$ cat config.mk
export PLATFORM = sky130hd
export DESIGN_NAME = ram_port_arbiter
export DESIGN_NICKNAME = d
export VERILOG_FILES = /design/src/rtl/ram_port_arbiter.sv
export SDC_FILE = /design/constraint.sdc
export NUM_CORES = 1
export LEC_CHECK = 0
export ABC_CLOCK_PERIOD_IN_PS = 1600
export BUFFER_PORTS_ARGS = -buffer_cell sky130_fd_sc_hd__buf_2
export CORE_MARGIN = 1.5
export CORE_UTILIZATION = 45
export DETAILED_ROUTE_END_ITERATION = 10
export PLACE_DENSITY = 0.76
export SETUP_SLACK_MARGIN = 0.2
export SLEW_MARGIN = 10
export SYNTH_ARGS = -nofsm -noshare
export SYNTH_HDL_FRONTEND = slang
export SYNTH_SLANG_ARGS = --single-unit
$ cat constraint.sdc
create_clock -name clk -period 1.6 [get_ports clk]
set_input_delay 0.24 -clock clk [delete_from_list [all_inputs] [get_ports clk]]
set_output_delay 0.24 -clock clk [all_outputs]
set_load 0.02 [all_outputs]
$ cat src/rtl/ram_port_arbiter.sv
// Round-robin arbiter sharing one s_ram (write port + async read port) between requesters A and B.
// Each transaction runs IDLE -> ACCESS -> RESP. All outputs are registered, so the RAM is driven glitch-free.
module ram_port_arbiter #(
  parameter int AW = 5,
  parameter int DW = 4
) (
  input  logic          clk,
  input  logic          rst_n,
  input  logic          a_req,
  input  logic          a_we,
  input  logic [AW-1:0] a_addr,
  input  logic [DW-1:0] a_wdata,
  output logic          a_gnt,
  output logic          a_rvalid,
  output logic [DW-1:0] a_rdata,
  input  logic          b_req,
  input  logic          b_we,
  input  logic [AW-1:0] b_addr,
  input  logic [DW-1:0] b_wdata,
  output logic          b_gnt,
  output logic          b_rvalid,
  output logic [DW-1:0] b_rdata,
  output logic [AW-1:0] ram_raddr,
  output logic [AW-1:0] ram_waddr,
  output logic [DW-1:0] ram_wdata,
  output logic          ram_wr_en,
  input  logic [DW-1:0] ram_rdata,
  output logic          busy
);

  typedef enum logic [1:0] {S_IDLE = 2'd0, S_ACCESS = 2'd1, S_RESP = 2'd2} state_t;

  state_t        r_state;
  state_t        w_next;
  logic          r_sel;        // 0 = A, 1 = B
  logic          r_we;
  logic          r_last;       // last granted requester, 1 = B
  logic [AW-1:0] r_addr;
  logic [DW-1:0] r_wdata;
  logic          r_wr_en;
  logic          r_a_gnt;
  logic          r_a_rvalid;
  logic [DW-1:0] r_a_rdata;
  logic          r_b_gnt;
  logic          r_b_rvalid;
  logic [DW-1:0] r_b_rdata;
  logic          r_busy;

  logic          w_take;
  logic          w_sel;
  logic          w_wr_en;
  logic          w_a_gnt;
  logic          w_b_gnt;
  logic          w_a_rvalid;
  logic          w_b_rvalid;
  logic          w_busy;

  // Registers address/data ahead of the write strobe; a single address drives both RAM ports.
  always_ff @(posedge clk or negedge rst_n) begin
    if (!rst_n) begin
      r_state    <= S_IDLE;
      r_sel      <= 1'b0;
      r_we       <= 1'b0;
      r_last     <= 1'b1;
      r_addr     <= '0;
      r_wdata    <= '0;
      r_wr_en    <= 1'b0;
      r_a_gnt    <= 1'b0;
      r_a_rvalid <= 1'b0;
      r_a_rdata  <= '0;
      r_b_gnt    <= 1'b0;
      r_b_rvalid <= 1'b0;
      r_b_rdata  <= '0;
      r_busy     <= 1'b0;
    end else begin
      r_state    <= w_next;
      r_wr_en    <= w_wr_en;
      r_a_gnt    <= w_a_gnt;
      r_a_rvalid <= w_a_rvalid;
      r_b_gnt    <= w_b_gnt;
      r_b_rvalid <= w_b_rvalid;
      r_busy     <= w_busy;
      if (w_take) begin
        r_sel   <= w_sel;
        r_we    <= w_sel ? b_we    : a_we;
        r_addr  <= w_sel ? b_addr  : a_addr;
        r_wdata <= w_sel ? b_wdata : a_wdata;
      end
      if (r_state == S_RESP) r_last <= r_sel;
      if (w_a_rvalid) r_a_rdata <= ram_rdata;
      if (w_b_rvalid) r_b_rdata <= ram_rdata;
    end
  end

  // On a tie the requester that was not served last wins.
  always_comb begin
    w_next = r_state;
    w_take = 1'b0;
    w_sel  = ~r_last;
    case (r_state)
      S_IDLE: begin
        if (a_req || b_req) begin
          w_take = 1'b1;
          w_next = S_ACCESS;
          if (a_req && !b_req)      w_sel = 1'b0;
          else if (b_req && !a_req) w_sel = 1'b1;
        end
      end
      S_ACCESS: w_next = S_RESP;
      S_RESP:   w_next = S_IDLE;
      default:  w_next = S_IDLE;
    endcase
  end

  always_comb begin
    w_wr_en    = (r_state == S_ACCESS) & r_we;
    w_a_gnt    = (r_state == S_RESP) & ~r_sel;
    w_b_gnt    = (r_state == S_RESP) &  r_sel;
    w_a_rvalid = w_a_gnt & ~r_we;
    w_b_rvalid = w_b_gnt & ~r_we;
    w_busy     = (w_next != S_IDLE);
  end

  assign a_gnt     = r_a_gnt;
  assign a_rvalid  = r_a_rvalid;
  assign a_rdata   = r_a_rdata;
  assign b_gnt     = r_b_gnt;
  assign b_rvalid  = r_b_rvalid;
  assign b_rdata   = r_b_rdata;
  assign ram_raddr = r_addr;
  assign ram_waddr = r_addr;
  assign ram_wdata = r_wdata;
  assign ram_wr_en = r_wr_en;
  assign busy      = r_busy;

endmodule
# Word-level counts from Yosys, hierarchy flattened
# Index checks and enable logic that the tools add are counted.
# totals
ff_bits,28
in_bits,28
out_inout_bits,28
word_cells,42
# op_classes
n_eq_ne,2
muxes,11
n_bitwise,8
n_reduce_logical,7
# ops
op,count
2-to-1 mux 1 bit,7
bitwise AND 1 bit,5
2-to-1 mux 5 bit,1
2-to-1 mux 4 bit,1
case mux 2 bit (2 select lines),1
NOT 1 bit,3
equality test 2 x 1 -> 1 bit (second input constant),1
equality test 2 bit (second input constant),1
logical AND 1 bit,2
zero test 1 bit,2
zero test 2 bit,1
2-to-1 mux 2 bit,1
nonzero test 2 bit,1
logical OR 1 bit,1

# Longest topological paths before layout
# Gate-level depths: netlist of run 1.
# depth
depth_word,7
mapped_depth,5
mapped_depth_nobuf,4

# Worst setup path before layout of run 1
# OpenSTA, ideal clock, no wires.
# synth_path
kind,register -> register
startpoint,register r_state[0]
endpoint,register r_wdata[1] (netlist: ram_wdata[1])
setup_ps,129
arrival_ps,1266
t_required_ps,1471
setup_slack_ps,205
path_stages_with_launch,6
path_buffers,1
synth_period_minus_slack_ps,1395
path_cell_list,dfrtp_1 o31ai_2 o2bb2ai_1 buf_6 mux2i_1 o21ai_2
# synth_via
elab_chain_len,3
word_cells_on_any_way,4
classes_between,mux: 3; reduce/logical: 1
# synth_lines
item,line_no,text
start: declaration,33,state_t r_state;
start signal: assignment,76,r_state <= w_next;
zero test 2 bit *,100,case (r_state)
2-to-1 mux 1 bit,100,
2-to-1 mux 4 bit,87,r_wdata <= w_sel ? b_wdata : a_wdata;
end signal: assignment,87,
end: declaration,39,logic [DW-1:0] r_wdata;
# Every way passes the cells marked *; elsewhere a longest branch is shown, timed or not.
# A chain may end at the register's enable or synchronous reset.

# Final worst setup path of run 1
# layout_path
startpoint,register r_state[0]
endpoint,register r_b_rdata[0] (netlist: b_rdata[0])
# layout_via
elab_chain_len,3
# layout_lines
item,line_no,text
equality test 2 bit,118,w_b_gnt = (r_state == S_RESP) & r_sel;
bitwise AND 1 bit,118,
bitwise AND 1 bit,120,w_b_rvalid = w_b_gnt & ~r_we;
named net w_b_rvalid,55,logic w_b_rvalid;
end signal: assignment,91,if (w_b_rvalid) r_b_rdata <= ram_rdata;
end: declaration,46,logic [DW-1:0] r_b_rdata;
# The timed path passes the listed nets, and every way through them passes these cells.

==> flow_metrics.py, run 1 <==
metrics = {
    "sta": {
        "period_needed_ns": 1.41,
        "slew_headroom": 0.585,
        "rsz0062_at_grt": "true",
        "clock_skew_ns": 0.00442,
        "fin_crit_sh": 0.882,
        "fmax_mhz": 708,
        "setup-violations-final": 0,
        "worst_pin_slew_ns": 0.622,
        "tns_ns": 0,
        "hold_violations": 0,
        "slew_viol_final": 0,
    },
    "setup_path": {
        "path_cells": "nand3b_1, nor2_4, mux2_2",
        "cpMaxStageDelayCell": "dfrtp_2",
        "r2r_start": "r_state[0]$_DFF_PN0_",
        "endpoint_kind": "flop",
        "r2r_slack_ns": 0.19,
        "critPathMaxFanout": 6,
        "arrival_ns": 1.64,
        "cp_slowest_stage_delay_ns": 0.48,
        "crit-reg2reg-capture": "b_rdata[0]$_DFFE_PN0P_",
        "r2r_cells": 3,
        "critPathLaunchType": "flop",
        "path_class": "flop to flop",
        "worstPathRequired_ns": 1.83,
    },
    "floorplanning": {
        "die_area_sq_um": 2900,
        "rows": 18,
        "die_w_microns": 53.9,
        "core_area_sq_um": 2450,
        "die-height_microns": 53.9,
        "start_util": 0.475,
        "io_pins": 56,
    },
    "power_and_ir_drop": {
        "irDropWorstVdd_v": 0.00138,
        "p_leak_nw": 0.870,
        "power.density_nw_per_um2": 2190,
    },
    "outcome": {
        "outcome": "completed",
    },
    "finish": {
        "final_common_cell": "buf_2",
        "final_util": 0.653,
        "syn2layout_area_growth_pct": 37.7,
        "mostFrequentLayoutCells": "buf_2, dfrtp_1, nand2_1, o21ai_1, mux2i_1",
        "drive_gt1_frac": 0.566,
        "layout.nets": 181,
        "insertedDiodeCount": 0,
    },
    "global_route": {
        "grt_pass1_wl_microns": 3480,
        "gr-usage-all-layers": 0.170,
        "grt_pass1_vias": 777,
        "antenna_found_initial": 0,
        "gr-total-overflow": 0,
        "grt_max_degree": 29,
    },
    "synthesis": {
        "synth_flop_cell": "dfrtp_1",
        "synth_edf_count": 0,
        "yosysUniqueCellTypes": 22,
        "synthCells": 92,
        "synth-seq-cells": 28,
        "ys.warnings.count": 0,
        "synth-seq-area-share": 0.603,
        "syn_area_sq_um": 1160,
        "synth.avg_cell_area_sq_um": 12.7,
        "ys_async_sr_fraction": 1.00,
        "synth_fp_nets": 120,
    },
    "cts": {
        "clk_latency_ns": 0.32,
        "clkSlewWorstSetupHoldPaths_ns": 0.15,
        "cts.sinks": 28,
        "cts_max_level": 1,
        "cts-root-buf": "clkbuf_4",
        "cts_buffers": 3,
        "tritoncts": "yes",
        "cts_buffer_depth": 2,
    },
    "hold_path": {
        "hold_depth": 2,
        "hold_path_class": "primary input to flop",
        "min-delay-start": "ram_rdata[2]",
        "holdPathEnd": "a_rdata[2]$_DFFE_PN0P_",
    },
    "detailed_routing": {
        "routed_wl_microns": 2380,
        "drt-vias-per-instance": 4.81,
        "vias": 875,
        "ant_nets": 0,
        "wl_per_cell_microns": 13.1,
        "dr.pass1.iters": 4,
        "drt_iter0_drc": 9,
        "drc": 0,
    },
    "placed_design": {
        "io_buffers": 55,
        "gp_congestion": 0.757,
        "dp_hpwl_microns": 1660,
    },
    "flow_run": {
        "cap_violations": 0,
    },
}
-- state kept, by name (all words and copies together), names as in the netlist --
register   cells
a_rdata        4
r_sel          1
ram_wr_en      1
r_last         1
busy           1
b_gnt          1
r_we           1
b_rdata        4
ram_wdata      4
a_rvalid       1
r_state        2
ram_raddr      5
a_gnt          1
b_rvalid       1
-- final cells by class --
type,count,area (sq um)
multi-input combinational,54,449
sequential,28,704
inverter,2,7.51
tap,30,37.5
timing repair buffer,64,353
clock buffer,3,22.5
fill,193,851
clock inverter,1,30.0
-- worst max-delay path: cells and delay by family, from the launching register on --
kind / cells / cell delay, ns
muxes: 1 / 0.36
and+or+nand+nor: 2 / 0.47
DFF: 1 / 0.48
-- power by group --
part | internal (mW) | leakage [nW] | switching [mW]
registers | 1.05 | 0.343 | 0.241
clock network | 0.253 | 0.0279 | 0.207
logic | 0.785 | 0.499 | 0.974
-- kinds of logic after synthesis --
family / after synthesis / synth area share
flip-flops: 28 / 0.603
AND/OR/NAND/NOR: 22 / 0.101
buffers and inverters: 10 / 0.0548
multiplexers: 19 / 0.173
AO/OA/AOI/OAI: 13 / 0.0687
-- per-layer routing --
layer  global-route usage  vias to the layer above  part of all wire
met2                0.280                       28              0.51
met3               0.0333                        2             0.054
li1                     -                      432                 -
met4               0.0769                        0            0.0046
met5                    0                        -                 0
met1                0.215                      413              0.44
-- synthesized netlist by cell type (2+ instances only) --
master | instances | area [sq um]
inv_1 | 2 | 7.51
o21ai_1 | 9 | 45.0
nand2_1 | 12 | 45.0
nor2_1 | 3 | 11.3
buf_4 | 5 | 37.5
mux2_2 | 9 | 101
clkbuf_1 | 2 | 7.51
mux2i_1 | 10 | 100
dfrtp_1 | 27 | 676
-- metrics by stage --
| stage | hold slack (ns) | instance area, sq um | std cells | total power, mW | worst slack [ns] |
|---|---|---|---|---|---|
| floorplan | -0.0556 | 1160 | 92 | 2.40 | 0.205 |
| global placement | 0.276 | 1440 | 172 | 2.77 | 0.138 |
| detailed placement | 0.280 | 1440 | 172 | 2.83 | 0.115 |
| CTS | 0.142 | 1550 | 180 | 3.40 | 0.189 |
| global route | 0.135 | 1600 | 182 | 3.72 | 0.117 |
| finish | 0.156 | 1600 | 182 | 3.51 | 0.188 |
-- how the worst max path moves through the flow --
| stage | from | end | slack (ns) | cells past startpoint |
|---|---|---|---|---|
| CTS | r_state[1]$_DFF_PN0_ | ram_wdata[1]$_DFFE_PN0P_ | 0.19 | 5 |
| global route | r_state[1]$_DFF_PN0_ | ram_wdata[1]$_DFFE_PN0P_ | 0.12 | 5 |
| global placement | r_state[0]$_DFF_PN0_ | b_rdata[1]$_DFFE_PN0P_ | 0.14 | 3 |
| detailed placement | r_state[0]$_DFF_PN0_ | b_rdata[3]$_DFFE_PN0P_ | 0.12 | 3 |
| finish | r_state[0]$_DFF_PN0_ | b_rdata[0]$_DFFE_PN0P_ | 0.19 | 3 |
| floorplan | r_state[0]$_DFF_PN0_ | ram_wdata[1]$_DFFE_PN0P_ | 0.20 | 5 |
-- what timing repair did --
action,CTS,global route
pin swaps,2,2
hold buffers,1,0
endpoints found under the setup margin,18,19
gates resized for setup,7,10
endpoints found under the hold margin,27,0
gates cloned,1,0
buffers inserted,2,2
Power figures use the tool's default switching activity.
==> inputs of run 2 (changes only) <==
--- a/config.mk
+++ b/config.mk
@@ -10,7 +10,7 @@
 export CORE_MARGIN = 1.5
 export CORE_UTILIZATION = 45
 export DETAILED_ROUTE_END_ITERATION = 10
-export PLACE_DENSITY = 0.76
+export PLACE_DENSITY = 0.78
 export SETUP_SLACK_MARGIN = 0.2
 export SLEW_MARGIN = 10
 export SYNTH_ARGS = -nofsm -noshare
==> run 2 against run 1 <==
Setup slack improved by 0.0062 ns; highest routed layer unchanged; sequential share of layout area increased by 0.66 points; flip-flop and latch count unchanged; clock power decreased by 28%; critical endpoint is now ram_raddr[0]$_DFFE_PN0P_; final area decreased by 1.5%; critical path type unchanged.
==> flow_metrics.py, run 2 (synthesis gave the netlist of run 1 again) <==
metrics = {
    "global_route": {
        "grt_pass1_vias": 805,
        "met2_usage": 0.299,
        "met1_usage": 0.217,
        "busiest_layer": "met2",
        "gr-usage-all-layers": 0.175,
        "antenna_found_initial": 0,
        "gr-total-overflow": 0,
        "grt_max_degree": 29,
        "grt_pass1_wl_microns": 3590,
        "grt_util_met3": 0.0278,
    },
    "setup_path": {
        "arrival_ns": 1.63,
        "critPathMaxFanout": 6,
        "r2r_slack_ns": 0.19,
        "path_cells": "o31ai_4, o2bb2ai_2, buf_6, mux2i_1, o21ai_1",
        "critPathLaunchType": "flop",
        "worstPathRequired_ns": 1.82,
        "cp_slowest_stage_delay_ns": 0.47,
        "cpMaxStageDelayCell": "dfrtp_2",
        "r2r_start": "r_state[0]$_DFF_PN0_",
        "crit_family": "flip-flops",
        "path_class": "flop to flop",
        "path_buf_inv": 1,
        "endpoint_kind": "flop",
        "r2r_cells": 5,
        "crit-reg2reg-capture": "ram_raddr[0]$_DFFE_PN0P_",
    },
    "hold_path": {
        "holdPathEnd": "a_rdata[0]$_DFFE_PN0P_",
        "hold_depth": 2,
        "hold_path_class": "primary input to flop",
        "min-delay-start": "ram_rdata[0]",
    },
    "placed_design": {
        "gp_congestion": 0.673,
        "dp_hpwl_microns": 1680,
        "pre_cts_slack_ns": 0.141,
        "io_buffers": 55,
    },
    "finish": {
        "multi_input_area_sq_um": 449,
        "final_util": 0.644,
        "final_common_cell": "buf_2",
        "syn2layout_area_growth_pct": 35.7,
        "layout.nets": 180,
        "mostFrequentLayoutCells": "buf_2, dfrtp_1, nand2_1, o21ai_1, mux2i_1",
        "largest_reg_flops": 5,
        "register_area_sq_um": 704,
        "drive_gt1_frac": 0.556,
        "insertedDiodeCount": 0,
        "fillers": 209,
    },
    "flow_run": {
        "cap_violations": 0,
    },
    "cts": {
        "cts_max_level": 1,
        "clk_latency_ns": 0.32,
        "cts-root-buf": "clkbuf_4",
        "cts.sinks": 28,
        "tritoncts": "yes",
        "cts_buffer_depth": 2,
        "cts_buffers": 3,
        "clkSlewWorstSetupHoldPaths_ns": 0.14,
    },
    "power_and_ir_drop": {
        "seqPwrFrac": 0.382,
        "p_sw_frac": 0.414,
        "power.density_nw_per_um2": 2140,
        "p_leak_nw": 0.862,
        "power.switching_mw": 1.40,
        "combPwrFrac": 0.519,
        "p_int_mw": 1.98,
        "irDropWorstVdd_v": 0.00114,
        "p_clk_frac": 0.099,
    },
    "floorplanning": {
        "die-height_microns": 53.9,
        "start_util": 0.475,
        "rows": 18,
        "core_area_sq_um": 2450,
        "die_area_sq_um": 2900,
        "io_pins": 56,
        "die_w_microns": 53.9,
    },
    "detailed_routing": {
        "vias": 890,
        "routed_wl_microns": 2300,
        "drt-vias-per-instance": 4.92,
        "ant_nets": 0,
        "dr.pass1.iters": 6,
        "drt_iter0_drc": 8,
        "wl_per_cell_microns": 12.7,
        "drc": 0,
    },
    "sta": {
        "fin_crit_sh": 0.879,
        "hold_violations": 0,
        "slew_viol_final": 0,
        "timing.final.ws_setup_ns": 0.194,
        "slew_headroom": 0.600,
        "whs_ns": 0.160,
        "rsz0062_at_grt": "true",
        "setup-violations-final": 0,
        "period_needed_ns": 1.41,
        "worst_pin_slew_ns": 0.600,
        "fmax_mhz": 711,
        "clock_skew_ns": 0.00389,
        "tns_ns": 0,
    },
    "outcome": {
        "outcome": "completed",
    },
}
## run 2: area by class of cell
class | count | share of cell area
well taps | 30 | 0.0238
repair buffers | 63 | 0.219
clock buffers | 4 | 0.0230
inverters | 2 | 0.00475
flip-flops and latches | 28 | 0.446
multi-input cells | 54 | 0.284
## run 2: how the worst max path moves through the flow
stage | endpoint | cells after the start | start
after global routing | ram_raddr[0]$_DFFE_PN0P_ | 5 | r_state[0]$_DFF_PN0_
after CTS | a_rdata[1]$_DFFE_PN0P_ | 4 | r_state[1]$_DFF_PN0_
final | ram_raddr[0]$_DFFE_PN0P_ | 5 | r_state[0]$_DFF_PN0_
after detailed placement | ram_raddr[0]$_DFFE_PN0P_ | 5 | r_state[0]$_DFF_PN0_
after global placement | ram_wdata[1]$_DFFE_PN0P_ | 5 | r_state[0]$_DFF_PN0_
after floorplan | ram_wdata[1]$_DFFE_PN0P_ | 5 | r_state[0]$_DFF_PN0_
## run 2: power by group through the flow
stage / clock network (mW) / registers [mW] / logic, mW
after floorplan: 0 / 1.58 / 0.826
after global placement: 0 / 1.25 / 1.54
after detailed placement: 0 / 1.28 / 1.58
after CTS: 0.349 / 1.28 / 1.68
after global routing: 0.375 / 1.34 / 1.91
final: 0.333 / 1.29 / 1.75
## run 2: layer usage
layer | up-vias | part of all wire
met4 | 0 | 0.0052
met1 | 422 | 0.42
met2 | 42 | 0.49
met5 | - | 0
met3 | 2 | 0.079
li1 | 424 | -
## run 2: repair_timing
action	in CTS	in global routing
endpoints found under the setup margin	14	19
pin swaps	3	5
gates cloned	1	0
hold buffers	1	0
setup buffers	1	1
endpoints found under the hold margin	27	0
gates resized for setup	8	9
## run 2: stage by stage
step | instance area, sq um | power, mW | cells
after floorplan | 1160 | 2.40 | 92
after global placement | 1450 | 2.78 | 173
after detailed placement | 1450 | 2.86 | 173
after CTS | 1540 | 3.31 | 180
after global routing | 1580 | 3.62 | 181
final | 1580 | 3.38 | 181
==> inputs of run 3 (changes only) <==
--- a/config.mk
+++ b/config.mk
@@ -7,9 +7,11 @@
 export LEC_CHECK = 0
 export ABC_CLOCK_PERIOD_IN_PS = 1600
 export BUFFER_PORTS_ARGS = -buffer_cell sky130_fd_sc_hd__buf_2
+export CORE_ASPECT_RATIO = 0.9
 export CORE_MARGIN = 1.5
 export CORE_UTILIZATION = 45
 export DETAILED_ROUTE_END_ITERATION = 10
+export GPL_TIMING_DRIVEN = 0
 export PLACE_DENSITY = 0.78
 export SETUP_SLACK_MARGIN = 0.2
 export SLEW_MARGIN = 10
==> run 3 against run 2 <==
Total power up 4.8%; final area is 5.7% higher; sequential power is essentially flat; register-to-register slack lost 0.04 ns; clock power is 14% lower.
==> flow_metrics.py, run 3 (synthesis gave the netlist of run 1 again) <==
metrics = {
    "detailed_routing": {
        "vias": 911,
        "wl_met2_microns": 1280,
        "dr_wl_met3_microns": 100,
        "wl_met1_microns": 1090,
        "routed_wl_microns": 2480,
        "dr.max_layer_used": "met4",
        "wl_per_cell_microns": 13.1,
        "drt_iter0_drc": 23,
        "dr.pass1.iters": 4,
        "drt-vias-per-instance": 4.79,
        "drc": 0,
        "ant_nets": 0,
    },
    "cts": {
        "cts_buffer_depth": 2,
        "cts_buffers": 3,
        "cts-root-buf": "clkbuf_4",
        "clkSlewWorstSetupHoldPaths_ns": 0.13,
        "cts_max_level": 1,
        "cts.sinks": 28,
        "clk_latency_ns": 0.31,
        "tritoncts": "yes",
    },
    "sta": {
        "fmax_mhz": 693,
        "slew_headroom": 0.600,
        "setup-violations-final": 0,
        "slew_viol_final": 0,
        "fin_crit_sh": 0.902,
        "rsz0062_at_grt": "true",
        "worst_pin_slew_ns": 0.600,
        "hold_violations": 0,
        "period_needed_ns": 1.44,
        "clock_skew_ns": 0.00167,
        "tns_ns": 0,
    },
    "setup_path": {
        "path_cells": "o31ai_4, o2bb2ai_4, buf_6, mux2i_1, o21ai_1",
        "path_buf_inv": 1,
        "crit-reg2reg-capture": "ram_raddr[4]$_DFFE_PN0P_",
        "path_class": "flop to flop",
        "critPathMaxFanout": 5,
        "crit_family": "compound AO/OA/AOI/OAI gates",
        "r2r_slack_ns": 0.16,
        "cpMaxStageDelayCell": "dfrtp_2",
        "r2r_start": "r_state[1]$_DFF_PN0_",
        "critPathLaunchType": "flop",
        "critPathLaunch": "r_state[1]$_DFF_PN0_",
        "worstPathRequired_ns": 1.82,
        "r2r_cells": 5,
        "endpoint_kind": "flop",
        "arrival_ns": 1.66,
        "cp_slowest_stage_delay_ns": 0.47,
    },
    "hold_path": {
        "hold_depth": 2,
        "holdPathEnd": "a_rdata[2]$_DFFE_PN0P_",
        "hold_path_class": "primary input to flop",
        "min-delay-start": "ram_rdata[2]",
    },
    "finish": {
        "final_common_cell": "buf_2",
        "largest_reg_flops": 5,
        "syn2layout_area_growth_pct": 43.4,
        "drive_gt1_frac": 0.593,
        "mostFrequentLayoutCells": "buf_2, dfrtp_1, buf_4, nand2_1, mux2i_1",
        "layout.nets": 191,
        "insertedDiodeCount": 0,
        "final_util": 0.683,
    },
    "global_route": {
        "grt_pass1_vias": 850,
        "grt_pass1_wl_microns": 3840,
        "gr-usage-all-layers": 0.174,
        "gr-total-overflow": 0,
        "grt_max_degree": 29,
        "antenna_found_initial": 0,
    },
    "floorplanning": {
        "core_area_sq_um": 2450,
        "io_pins": 56,
        "start_util": 0.476,
        "die-height_microns": 51.3,
        "rows": 17,
        "die_area_sq_um": 2900,
        "die_w_microns": 56.6,
    },
    "flow_run": {
        "cap_violations": 0,
    },
    "power_and_ir_drop": {
        "irDropWorstVdd_v": 0.00129,
        "p_leak_nw": 0.913,
        "power.density_nw_per_um2": 2120,
    },
    "outcome": {
        "outcome": "completed",
    },
    "placed_design": {
        "dp_hpwl_microns": 1660,
        "gp_congestion": 0.679,
        "io_buffers": 55,
    },
}
run 3: what timing repair did:
item                       4_1_cts  5_1_grt
buffers inserted                 6        3
gates resized for setup         16        7
setup endpoints to repair       17       19
hold endpoints to repair        27        0
hold buffers                     1        0
cloned                           1        0
pin swaps                        4        2
run 3: power by group:
part	internal, mW	total [mW]	switching, mW	leakage [nW]
clock	0.0975	0.285	0.187	0.0150
sequential	1.05	1.30	0.257	0.343
combinational	0.928	1.96	1.03	0.555
run 3: worst reg2reg max path, delay by kind of cell, from the launching register on:
family / cells / cell delay [ns]
muxes: 1 / 0.21
buffers and inverters: 1 / 0.16
DFF: 1 / 0.47
AOI/OAI and AO/OA: 3 / 0.51
run 3: worst max-delay path by stage:
stage	endpoint	slack, ns	depth (start not counted)
2_1_floorplan	ram_wdata[1]$_DFFE_PN0P_	0.20	5
3_5_place_dp	r_we$_DFFE_PN0P_	0.06	5
3_3_place_gp	r_we$_DFFE_PN0P_	0.09	5
6_report	ram_raddr[4]$_DFFE_PN0P_	0.16	5
5_1_grt	ram_raddr[4]$_DFFE_PN0P_	0.07	5
4_1_cts	r_we$_DFFE_PN0P_	0.15	5
run 3: layer usage:
| layer | global-route usage | up-vias |
|---|---|---|
| li1 | - | 447 |
| met3 | 0.0380 | 2 |
| met4 | 0.0476 | 0 |
| met1 | 0.226 | 442 |
| met5 | 0 | - |
| met2 | 0.295 | 20 |
run 3: cell type report:
type                            count  area, sq um
Buffer                              8         58.8
Sequential cell                    28          704
Fill cell                         175          776
Tap cell                           28         35.0
Timing Repair Buffer               66          368
Inverter                            2         7.51
Multi-Input combinational cell     54          470
Clock buffer                        4         26.3
run 3: metrics by stage:
stage	power, mW	hold WS [ns]	setup WS [ns]	instances	area, sq um
after global routing	3.78	0.135	0.0703	190	1670
after global placement	2.87	0.273	0.0914	175	1480
final	3.54	0.160	0.157	190	1670
after CTS	3.46	0.146	0.151	187	1630
after floorplan	2.40	-0.0556	0.205	92	1160
after detailed placement	2.92	0.283	0.0623	175	1480
